<file path="src/rtl/irq_ctrl_pkg.sv">
// Shared definitions for the irq_ctrl register window: word offsets and CLAIM layout.
package irq_ctrl_pkg;

    typedef enum logic [1:0] {
        IRQ_REG_PENDING = 2'd0,
        IRQ_REG_ENABLE  = 2'd1,
        IRQ_REG_EDGE    = 2'd2,
        IRQ_REG_CLAIM   = 2'd3
    } irq_reg_e;

    localparam int CLAIM_VALID_BIT = 31;
    localparam int IRQ_IDX_W       = 5;

endpackage

</file>
<file path="src/rtl/irq_ctrl_if.sv">
// CPU-side register window bus of irq_ctrl (FemtoRV mem_* signals after address decode).
interface irq_ctrl_if;
    import irq_ctrl_pkg::*;

    logic        select;
    logic [3:0]  we;
    logic        rd;
    irq_reg_e    addr;
    logic [31:0] wdata;
    logic [31:0] rdata;

    modport master (output select, we, rd, addr, wdata, input rdata);
    modport slave  (input select, we, rd, addr, wdata, output rdata);
endinterface

</file>
<file path="src/rtl/irq_src_cond.sv">
// Per-source conditioning: sample stage, history flop, edge latch; optional 2-flop
// synchronizer in front when IRQ_SYNC_EN is defined.
module irq_src_cond (
    input  logic clk,
    input  logic resetq,
    input  logic src,
    input  logic edge_sel,
    input  logic clr,
    output logic pending
);
    logic src_q;
    logic s;
    logic prev;
    logic latch;
    logic set;

`ifdef IRQ_SYNC_EN
    logic [1:0] sync;

    always_ff @(posedge clk or negedge resetq) begin
        if (!resetq) sync <= '0;
        else         sync <= {sync[0], src};
    end

    assign src_q = sync[1];
`else
    assign src_q = src;
`endif

    assign set = s & ~prev & edge_sel;

    // NOTE: non-blocking here so s, prev and latch all see pre-edge values.
    always_ff @(posedge clk or negedge resetq) begin
        if (!resetq) begin
            s     <= 1'b0;
            prev  <= 1'b0;
            latch <= 1'b0;
        end else begin
            s     <= src_q;
            prev  <= s;
            latch <= set | (latch & ~clr); // a new edge beats a simultaneous clear
        end
    end

    assign pending = edge_sel ? latch : s;
endmodule

</file>
<file path="src/rtl/irq_ctrl.sv">
// Interrupt controller: per-source enable, level/edge select, W1C pending, priority claim.
// Define IRQ_SYNC_EN to add a 2-flop synchronizer on every source input.
module irq_ctrl
    import irq_ctrl_pkg::*;
#(
    parameter int NUM_SRC = 8
) (
    input  logic               clk,
    input  logic               resetq,
    input  logic [NUM_SRC-1:0] irq_src,
    irq_ctrl_if.slave          bus,
    output logic               irq
);
    logic [NUM_SRC-1:0] enable_q, edge_q;
    logic [NUM_SRC-1:0] enable_d, edge_d;
    logic [NUM_SRC-1:0] wmask, wdata_n;
    logic [NUM_SRC-1:0] pending, active, clr;
    logic [NUM_SRC-1:0] w1c, edge_fall, claim_clr, claim_onehot;
    logic               wr, wr_pend, wr_enable, wr_edge;
    logic               claim_valid, claim_fire;
    logic [IRQ_IDX_W-1:0] claim_idx;

    assign wr        = bus.select & (|bus.we);
    assign wr_pend   = wr & (bus.addr == IRQ_REG_PENDING);
    assign wr_enable = wr & (bus.addr == IRQ_REG_ENABLE);
    assign wr_edge   = wr & (bus.addr == IRQ_REG_EDGE);
    assign wdata_n   = bus.wdata[NUM_SRC-1:0];

    always_comb begin
        for (int i = 0; i < NUM_SRC; i++) wmask[i] = bus.we[i/8];
    end

    assign enable_d = (enable_q & ~wmask) | (wdata_n & wmask);
    assign edge_d   = (edge_q & ~wmask) | (wdata_n & wmask);

    // Latch clears: W1C on edge bits, EDGE_SEL 1->0, and the claimed edge source.
    assign w1c        = wr_pend ? (wdata_n & wmask & edge_q) : '0;
    assign edge_fall  = wr_edge ? (edge_q & ~edge_d) : '0;
    assign claim_fire = bus.select & bus.rd & (bus.addr == IRQ_REG_CLAIM) & claim_valid;
    assign claim_clr  = claim_fire ? (claim_onehot & edge_q) : '0;
    assign clr        = w1c | edge_fall | claim_clr;

    for (genvar i = 0; i < NUM_SRC; i++) begin : g_src
        irq_src_cond u_cond (
            .clk      (clk),
            .resetq   (resetq),
            .src      (irq_src[i]),
            .edge_sel (edge_q[i]),
            .clr      (clr[i]),
            .pending  (pending[i])
        );
    end

    assign active      = pending & enable_q;
    assign claim_valid = |active;

    // NOTE: every always_comb output gets a default first so no latch is inferred.
    always_comb begin
        claim_idx    = '0;
        claim_onehot = '0;
        for (int i = NUM_SRC - 1; i >= 0; i--) begin
            if (active[i]) begin
                claim_idx       = IRQ_IDX_W'(i);
                claim_onehot    = '0;
                claim_onehot[i] = 1'b1;
            end
        end
    end

    always_ff @(posedge clk or negedge resetq) begin
        if (!resetq) begin
            enable_q <= '0;
            edge_q   <= '0;
            irq      <= 1'b0;
        end else begin
            if (wr_enable) enable_q <= enable_d;
            if (wr_edge)   edge_q   <= edge_d;
            irq <= |active;
        end
    end

    always_comb begin
        bus.rdata = '0;
        case (bus.addr)
            IRQ_REG_PENDING: bus.rdata[NUM_SRC-1:0] = pending;
            IRQ_REG_ENABLE:  bus.rdata[NUM_SRC-1:0] = enable_q;
            IRQ_REG_EDGE:    bus.rdata[NUM_SRC-1:0] = edge_q;
            IRQ_REG_CLAIM: begin
                if (claim_valid) begin
                    bus.rdata[CLAIM_VALID_BIT]  = 1'b1;
                    bus.rdata[IRQ_IDX_W-1:0]    = claim_idx;
                end
            end
        endcase
    end
endmodule

</file>
<file path="src/flat_wrapper.sv">
// flat-port wrapper written by rule: the top's interface ports become plain ports
module irq_ctrl_flat import irq_ctrl_pkg::*;
#(
    parameter int NUM_SRC = 8
)
  (clk, resetq, irq_src, irq, bus_select, bus_we, bus_rd, bus_addr, bus_wdata, bus_rdata);
  irq_ctrl_if bus_i ();
  input  logic clk;
  input  logic resetq;
  input  logic [NUM_SRC-1:0] irq_src;
  output logic irq;
  input wire logic [$bits(bus_i.select)-1:0] bus_select;
  input wire logic [$bits(bus_i.we)-1:0] bus_we;
  input wire logic [$bits(bus_i.rd)-1:0] bus_rd;
  input wire logic [$bits(bus_i.addr)-1:0] bus_addr;
  input wire logic [$bits(bus_i.wdata)-1:0] bus_wdata;
  output wire logic [$bits(bus_i.rdata)-1:0] bus_rdata;
  assign bus_i.select = bus_select;
  assign bus_i.we = bus_we;
  assign bus_i.rd = bus_rd;
  assign bus_i.addr = bus_addr;
  assign bus_i.wdata = bus_wdata;
  assign bus_rdata = bus_i.rdata;
  irq_ctrl #(.NUM_SRC(NUM_SRC)) u_core (.clk(clk), .resetq(resetq), .irq_src(irq_src), .bus(bus_i), .irq(irq));
endmodule
</file>
<file path="config.mk">
export PLATFORM = sky130hd
export DESIGN_NAME = irq_ctrl_flat
export DESIGN_NICKNAME = d
export VERILOG_FILES = /design/src/rtl/irq_ctrl_pkg.sv /design/src/rtl/irq_ctrl_if.sv /design/src/rtl/irq_src_cond.sv /design/src/rtl/irq_ctrl.sv /design/src/flat_wrapper.sv
export SDC_FILE = /design/constraint.sdc
export NUM_CORES = 1
export LEC_CHECK = 0
export CORE_ASPECT_RATIO = 0.75
export CORE_MARGIN = 2
export CORE_UTILIZATION = 45
export DETAILED_ROUTE_END_ITERATION = 12
export GPL_ROUTABILITY_DRIVEN = 0
export HOLD_SLACK_MARGIN = 0.15
export PLACE_DENSITY = 0.79
export SLEW_MARGIN = 20
export SYNTH_ARGS = -nofsm -noshare
export SYNTH_HDL_FRONTEND = slang
export SYNTH_SLANG_ARGS = --single-unit
export TNS_END_PERCENT = 100
</file>
<file path="constraint.sdc">
create_clock -name clk -period 2.5 [get_ports clk]
set_input_delay 0.375 -clock clk [delete_from_list [all_inputs] [get_ports clk]]
set_output_delay 0.375 -clock clk [all_outputs]
set_load 0.005 [all_outputs]
</file>
# [Word level (Yosys, flattened, before mapping)]
# Cells that the tools add are included.
[totals] reg_bits=41 inputBits=50 output_inout_bits=33 elab_cells=133
[op_classes] eq_ne=3 muxes=32 bitwise_logic=68 reduce_logical=3
[op_table] operator="2-to-1 mux 8 bit" count=11
[op_table] operator="bitwise AND 8 bit" count=7
[op_table] operator="bitwise OR 8 bit" count=4
[op_table] operator="bitwise AND 1 bit" count=31
[op_table] operator="2-to-1 mux 3 bit" count=8
[op_table] operator="one-hot mux 5 bit (4 select lines)" count=1
[op_table] operator="inverter 1 bit" count=16
[op_table] operator="inverter 8 bit" count=2
[op_table] operator="2-to-1 mux 1 bit" count=10
[op_table] operator="one-hot mux 3 bit (3 select lines)" count=1
[op_table] operator="bitwise OR 1 bit" count=8
[op_table] operator="OR reduction 8 bit" count=1
[op_table] operator="2-to-1 mux 5 bit" count=1
[op_table] operator="== test 2 bit, second input constant" count=2
[op_table] operator="OR reduction 4 bit" count=1
[op_table] operator="== test 2 x 1 -> 1 bit, second input constant" count=1
[op_table] operator="logical NOT 2 bit" count=1

# [Longest topological paths before layout]
# Gate-level depths: netlist of run 1.
[logic_depth] depth_word=16 ltp_mapped=6 depth_no_buf=5

# [By module]
# A second synthesis of run 1 with hierarchy kept.
[unflattened] hier_cells=198 hier_area_um2=2260.9
[by_module_without_submodules] module="irq_ctrl" instances=1 cells_each=142 area_each_um2=1430.1 seq_area_each_um2=425.4
[by_module_without_submodules] module="irq_src_cond" instances=8 cells_each=7 area_each_um2=103.8 seq_area_each_um2=75.1

# [Worst setup path before layout of run 1]
# Ideal clock, no wire load.
[synth_path] kind="register to output" from="register u_core.edge_q[5]" to="output bus_rdata[2]" t_arrival_ps=1623 t_required_ps=2125 slack_ps=502 path_stages_with_launch=6 n_path_buf=0 cell_sequence="dfrtp_1 -> mux2_4 -> o2bb2ai_4 -> o2111ai_4 -> inv_2 -> mux4_2"
[synth_via] elab_chain_cells=10 word_cells_on_any_way=11 classes_between="mux (9); bitwise (1); reduce/logical (1)"
[synth_lines] item="start, declared" line_no="irq_ctrl.sv:14" source="logic [NUM_SRC-1:0] enable_q, edge_q;"
[synth_lines] item="start signal, assigned" line_no="irq_ctrl.sv:77" source="if (wr_edge) edge_q <= edge_d;"
[synth_lines] item="2-to-1 mux 1 bit (*)" line_no="irq_src_cond.sv:45" source="assign pending = edge_sel ? latch : s;"
[synth_lines] item="bitwise AND 8 bit (*)" line_no="irq_ctrl.sv:54" source="assign active = pending & enable_q;"
[synth_lines] item="2-to-1 mux 3 bit (6 in a row)" line_no="irq_ctrl.sv:62" source="if (active[i]) begin"
[synth_lines] item="2-to-1 mux 5 bit (*)" line_no="irq_ctrl.sv:89" source="if (claim_valid) begin"
[synth_lines] item="one-hot mux 5 bit (4 select lines) (*)" line_no="irq_ctrl.sv:84" source="case (bus.addr)"
[synth_lines] item="end, declared" line_no="flat_wrapper.sv:17" source="output wire logic [$bits(bus_i.rdata)-1:0] bus_rdata;"
# Every way passes the cells marked *; elsewhere a longest branch is shown, timed or not.

# [Final worst setup path of run 1]
[layout_path] from="register u_core.edge_q[7]" to="output bus_rdata[2]"
[layout_via] elab_chain_cells=12 word_cells_on_any_way=13 classes_between="mux (11); bitwise (1); reduce/logical (1)"
[layout_lines] item="2-to-1 mux 1 bit (*)" line_no="irq_src_cond.sv:45"
[layout_lines] item="bitwise AND 8 bit (*)" line_no="irq_ctrl.sv:54"
[layout_lines] item="2-to-1 mux 3 bit (8 in a row)" line_no="irq_ctrl.sv:62"
[layout_lines] item="2-to-1 mux 5 bit (*)" line_no="irq_ctrl.sv:89"
[layout_lines] item="one-hot mux 5 bit (4 select lines) (*)" line_no="irq_ctrl.sv:84"
# Marked as above.

==> impl_metrics.tcl, run 1 <==
set metrics [dict create \
    status "completed" \
    numCtsBuffers 5 \
    netlist_area_um2 2291 \
    synth_top_area_share_pct 44.78 \
    drc 0 \
    seq_area_frac_synth_pct 44.78 \
    cp_max_fo 3 \
    ant_nets 0 \
    min_period_over_period_pct 96.42 \
    fp.dieW_um 86.39 \
    area_growth_pct 28.18 \
    period_needed_ns 2.410 \
    core_um2 4900 \
    vias 1781 \
    slew_violations 0 \
    ioPinCount 83 \
    drt_iter0_drc 91 \
    critical_path_arrival_ns 2.04 \
    synth_top_cell_by_area "dfrtp_1" \
    dieArea_um2 5684 \
    antenna_cells 0 \
    portBuffers 35 \
    drt-total-wl_mm 5.045 \
    met1_length_mm 2.333 \
    worstSetupPathType "flop to primary output" \
    insertion_delay_ns 0.30 \
    grt_max_degree 42 \
    pre_cts_ws_ns 0.07837 \
    vdd_drop_max_mv 0.3507 \
    start_util_pct 46.76 \
    power_density_nw_per_um2 739.4 \
    antenna_found_initial 0 \
    tns_ns 0 \
    cts_tree "yes" \
    synth-seq-cells 41 \
    tightest_slew_ns 0.9136 \
    sw_frac_of_total_pct 31.05 \
    cts.htree.levels 2 \
    drv_cap 0 \
    wl_met2_mm 2.346 \
    max_freq_ghz 0.4149 \
    power_mw 2.171 \
    via_per_inst 5.301 \
    synth_area_leaders "dfrtp_1, mux2_2, buf_4" \
    rsz0062_at_grt "no" \
    async_flop_share_pct 100.0 \
    switching_power_uw 674.1 \
    cell_internal_pwr_mw 1.497 \
    clock_tree.root_cell "clkbuf_8" \
    wl_met3_um 317 \
    syn_area_per_cell_um2 10.61 \
    top_layer "met4" \
    grt.total_usage_pct 19.17 \
    wire_per_inst_um 15.01 \
    fin_skew_ns 0.006115 \
    synthFlopType "dfrtp_1" \
    ys_types 50 \
    post-dp-hpwl_mm 3.668 \
    netlist_instances 216 \
    hold_viol 0 \
    clkSinkCount 41 \
    p_comb_share_pct 33.8 \
    hp-class "input pin to async pin" \
    yosysWarnings 0 \
    p_leak_nw 1.271 \
    critPathLaunchType "flop" \
    hold_slack_ns 0.2040 \
    synth-edff-count 0 \
    clockBufferDepth 2 \
    fin_nets 325 \
    cp-end-kind "primary output" \
    pwr-share-clk_pct 25.5 \
    first_pass_iters 4 \
    setup_violations 0 \
    grt_overflow_total 0 \
    rows 22 \
    final_layout_size_suffix_gt1_share_pct 24.28 \
    p_seq_share_pct 40.8 \
    max_slew_margin_pct 39.09 \
    setup_ws_ns 0.08960 \
    grt_pass1_wl_mm 8.328 \
    grt_pass1_vias 1745 \
    clkTransAtPathRegs_ns 0.08 \
    required_ns 2.12 \
    die_h_um 65.79 \
]
-- Yosys cell counts (all sizes together) (4+ instances only) --
| cell type | instances |
|---|---|
| mux2 | 21 |
| nor2 | 6 |
| inv | 9 |
| clkbuf | 4 |
| a21oi | 7 |
| buf | 25 |
| nand2 | 26 |
| o211ai | 5 |
| nor4 | 4 |
| o21ai | 13 |
| mux2i | 10 |
| dfrtp | 41 |
| nand3 | 4 |
-- path summary, 6_finish.rpt --
check,from,to,slack [ns],cells past startpoint
min in group clk,u_core.g_src[2].u_cond.s,u_core.g_src[2].u_cond.prev,0.41,0
setup / recovery,u_core.edge_q[7],bus_rdata[2],0.09,6
hold reg to reg,u_core.g_src[2].u_cond.s,u_core.g_src[2].u_cond.prev,0.41,0
setup reg to reg,u_core.edge_q[0],u_core.g_src[4].u_cond.latch,0.56,6
hold / removal,resetq,u_core.g_src[3].u_cond.s,0.20,1
max in group asynchronous,resetq,u_core.g_src[2].u_cond.latch,1.72,1
-- cell families (layout without fill, tap and decap cells) --
family                 after synthesis  after routing  share of synthesized area, %
other                                1             23                        0.1637
AOI/OAI and AO/OA                   45             45                         15.40
buffers and inverters               39             77                         10.27
and+or+nand+nor                     58             58                         13.00
DFF                                 41             41                         44.78
muxes                               32             32                         16.38
-- layout make-up --
class / instances / area, um2
tap: 60 / 75.07
fill: 403 / 1963
multi-input combinational: 158 / 1161
clock buffer: 6 / 82.58
timing repair buffer: 59 / 516.7
sequential: 41 / 1026
clock inverter: 2 / 37.54
inverter: 10 / 37.54
-- power by group through the flow --
| stage | sequential [mW] | clock [mW] | combinational, mW |
|---|---|---|---|
| 6_report | 0.885 | 0.553 | 0.733 |
| 5_1_grt | 0.901 | 0.599 | 0.808 |
| 4_1_cts | 0.879 | 0.564 | 0.714 |
| 3_5_place_dp | 0.887 | 0 | 0.690 |
| 3_3_place_gp | 0.882 | 0 | 0.674 |
| 2_1_floorplan | 0.873 | 0 | 0.429 |
-- cell usage in the layout (no fill, tap or decap), types with 2 or more instances in the layout --
cell,instances
a22o_1,2
mux2_4,2
clkbuf_8,6
nand3b_1,3
a21oi_1,7
o211ai_1,5
nor2_1,6
nand2b_1,2
nor4_1,3
inv_1,8
conb_1,23
nor3b_1,2
nand4_1,2
clkdlybuf4s50_1,30
nand3_1,4
mux2i_1,7
buf_4,24
o2bb2ai_4,2
o311ai_1,2
nand2_1,26
o22ai_1,2
dlygate4sd2_1,3
dfrtp_1,41
mux2_2,19
o21ai_0,12
nor3_1,3
mux2i_4,2
-- metal layers --
layer	vias to the layer above	GRT usage (%)
met4	0	6.641
met2	62	27.69
met3	5	3.995
met5	-	0
li1	856	-
met1	858	28.54
-- per-stage QoR --
step / util (%) / instances / instance area, um2
2_1_floorplan: - / 238 / 2374
3_3_place_gp: 56.21 / 325 / 2754
3_5_place_dp: 56.21 / 325 / 2754
4_1_cts: 59.30 / 333 / 2905
5_1_grt: 59.93 / 336 / 2937
6_report: 59.93 / 336 / 2937
-- worst max-delay path, cell delays in order, from the launching register on --
cell and delay [ns]:
dfrtp_1 0.40, mux2_4 0.33, o2bb2ai_4 0.15, o2111ai_4 0.22, inv_2 0.04, mux4_2 0.47, clkbuf_2 0.13
-- repair_timing --
item                                    CTS  global route
hold buffers                              0             0
buffers inserted                          0             3
pin swaps                                 1             1
gates resized for setup                   9             4
endpoints found under the setup margin    4             2
Note: power is estimated with default switching activity, not from simulation.
==> run 2, diff against run 1 <==
Settings changed: MAX_ROUTING_LAYER set to met4.
==> results of run 2 <==
The final DEF is identical to that of run 1; final timing and power are the same.
Main changes from that run: overall routing resource usage 19.17% -> 19.69%
==> run 3, diff against run 2 <==
Settings changed: CORE_UTILIZATION 45 to 40, MAX_ROUTING_LAYER met4 to not set, PLACE_DENSITY 0.79 to 0.74.
Clock period 2.5 ns to 2.03 ns, I/O delays scaled along.
==> run 3 against run 2 <==
  * Combinational power rose by 60%
  * Via count is 11% higher
  * The run now ends with negative setup slack left
  * Core utilization grew 0.75 points
  * Clock skew up 0.0022 ns
  * Setup slack lost 0.40 ns
  * Non-clock buffer count up 42
  * Largest power group is now combinational cells
==> impl_metrics.tcl, run 3 (synthesized netlist as in run 1, its figures left out) <==
set metrics [dict create \
    hold_start "u_core.g_src[2].u_cond.s" \
    reg2reg_depth 7 \
    hold_end "u_core.g_src[2].u_cond.prev" \
    grt_overflow_total 0 \
    pre_cts_ws_ns -0.3150 \
    critPathLaunchType "flop" \
    drc 0 \
    max_freq_ghz 0.4274 \
    insertion_delay_ns 0.31 \
    grt_pass1_vias 1980 \
    via_per_inst 5.020 \
    ant_nets 0 \
    start_util_pct 42.12 \
    drt_iter0_drc 116 \
    post-route-cell-area_um2 3301 \
    cts.htree.levels 2 \
    reg2reg_to "u_core.g_src[7].u_cond.latch" \
    post-dp-hpwl_mm 4.147 \
    tightest_slew_ns 0.5198 \
    clkTransAtPathRegs_ns 0.08 \
    grt.total_usage_pct 19.18 \
    vdd_drop_max_mv 0.4669 \
    status "finished with violations" \
    cts_tree "yes" \
    setup_violations 4 \
    dpl-instance-area_um2 3063 \
    whs_path_depth 0 \
    numCtsBuffers 5 \
    worstSetupPathType "flop to primary output" \
    slew_violations 0 \
    p_leak_nw 1.513 \
    final_layout_size_suffix_gt1_share_pct 36.16 \
    first_pass_iters 4 \
    core_um2 5439 \
    fin_skew_ns 0.008354 \
    fp.dieW_um 91.39 \
    portBuffers 35 \
    rrSetupSlack_ns 0.04 \
    critical_path_arrival_ns 2.04 \
    fillers 464 \
    violations "negative setup slack" \
    hold_viol 0 \
    final_cells 393 \
    min_period_over_period_pct 115.3 \
    drv_cap 0 \
    power_mw 2.925 \
    wire_per_inst_um 14.93 \
    rsz0062_at_grt "yes" \
    clock_tree.root_cell "clkbuf_8" \
    drt-total-wl_mm 5.869 \
    reg2reg_from "u_core.edge_q[5]" \
    mostFrequentLayoutCells "buf_4, dfrtp_1, nand2_1, conb_1, clkdlybuf4s50_1" \
    clkSinkCount 41 \
    cp-end-kind "primary output" \
    hold_slack_ns 0.4109 \
    grt_pass1_wl_mm 9.556 \
    setup_ws_ns -0.3098 \
    dieArea_um2 6355 \
    final_common_cell "buf_4" \
    final_util_pct 60.69 \
    required_ns 1.73 \
    cp_max_fo 4 \
    grt_max_degree 42 \
    die_h_um 69.54 \
    ioPinCount 83 \
    antenna_found_initial 0 \
    antenna_cells 0 \
    rows 23 \
    vias 1973 \
    area_growth_pct 44.07 \
    fin_nets 367 \
    power_density_nw_per_um2 886.1 \
    tns_ns -0.9503 \
    clockBufferDepth 2 \
    period_needed_ns 2.340 \
    max_slew_margin_pct 65.35 \
    hp-class "flop to flop" \
    dp_cells 377 \
]
run 3: changes by cell type in the layout (fill, tap and decap cells not counted), sizes merged:
cell / previous run / this run
clkbuf: 7 / 6
clkdlybuf4s50: 30 / 23
dlygate4sd3: 0 / 1
buf: 25 / 70
dlygate4sd2: 3 / 6
dlymetal6s2s: 0 / 1
run 3: area by class of cell:
| class | instances | area (um2) | share of cell area, % |
|---|---|---|---|
| Multi-Input combinational cell | 158 | 1180 | 35.75 |
| Sequential cell | 41 | 1026 | 31.08 |
| Timing Repair Buffer | 101 | 842.1 | 25.51 |
| Tap cell | 75 | 93.84 | 2.843 |
| Clock buffer | 6 | 82.58 | 2.502 |
| Inverter | 10 | 38.79 | 1.175 |
| Clock inverter | 2 | 37.54 | 1.137 |
run 3: timing repair:
action	in CTS	in global routing
resized for setup	34	7
hold endpoints to repair	41	0
endpoints found under the setup margin	9	5
setup buffers	4	3
hold buffers	1	0
pin swaps	5	5
run 3: worst max path at each step:
stage                     startpoint            to  cells past startpoint
floorplan           u_core.edge_q[5]  bus_rdata[2]                      5
CTS                 u_core.edge_q[7]  bus_rdata[2]                      6
finish              u_core.edge_q[5]  bus_rdata[2]                      6
detailed placement  u_core.edge_q[5]  bus_rdata[2]                      6
global route        u_core.edge_q[5]  bus_rdata[2]                      6
global placement    u_core.edge_q[5]  bus_rdata[2]                      6
run 3: routing by layer:
metal  track usage, %  up-vias  routed length [um]
met5                0        -                   0
met4            8.249        0                  74
met3            3.804        7                 362
met2            31.21       91                2900
met1            24.88      939                2531
li1                 -      936                   -
run 3: critical path, stage by stage, from the launching register on:
cell	delay, ns
dfrtp_1	0.41
mux2_4	0.33
o2bb2ai_4	0.15
o2111ai_4	0.20
inv_2	0.04
mux4_2	0.45
buf_2	0.14
run 3: power breakdown:
group          total, mW  switching (mW)  leakage [nW]  internal, mW
sequential          1.05           0.104         0.467         0.951
clock              0.698           0.298        0.0574         0.400
combinational       1.17           0.516         0.989         0.656
total               2.92           0.918          1.51          2.01
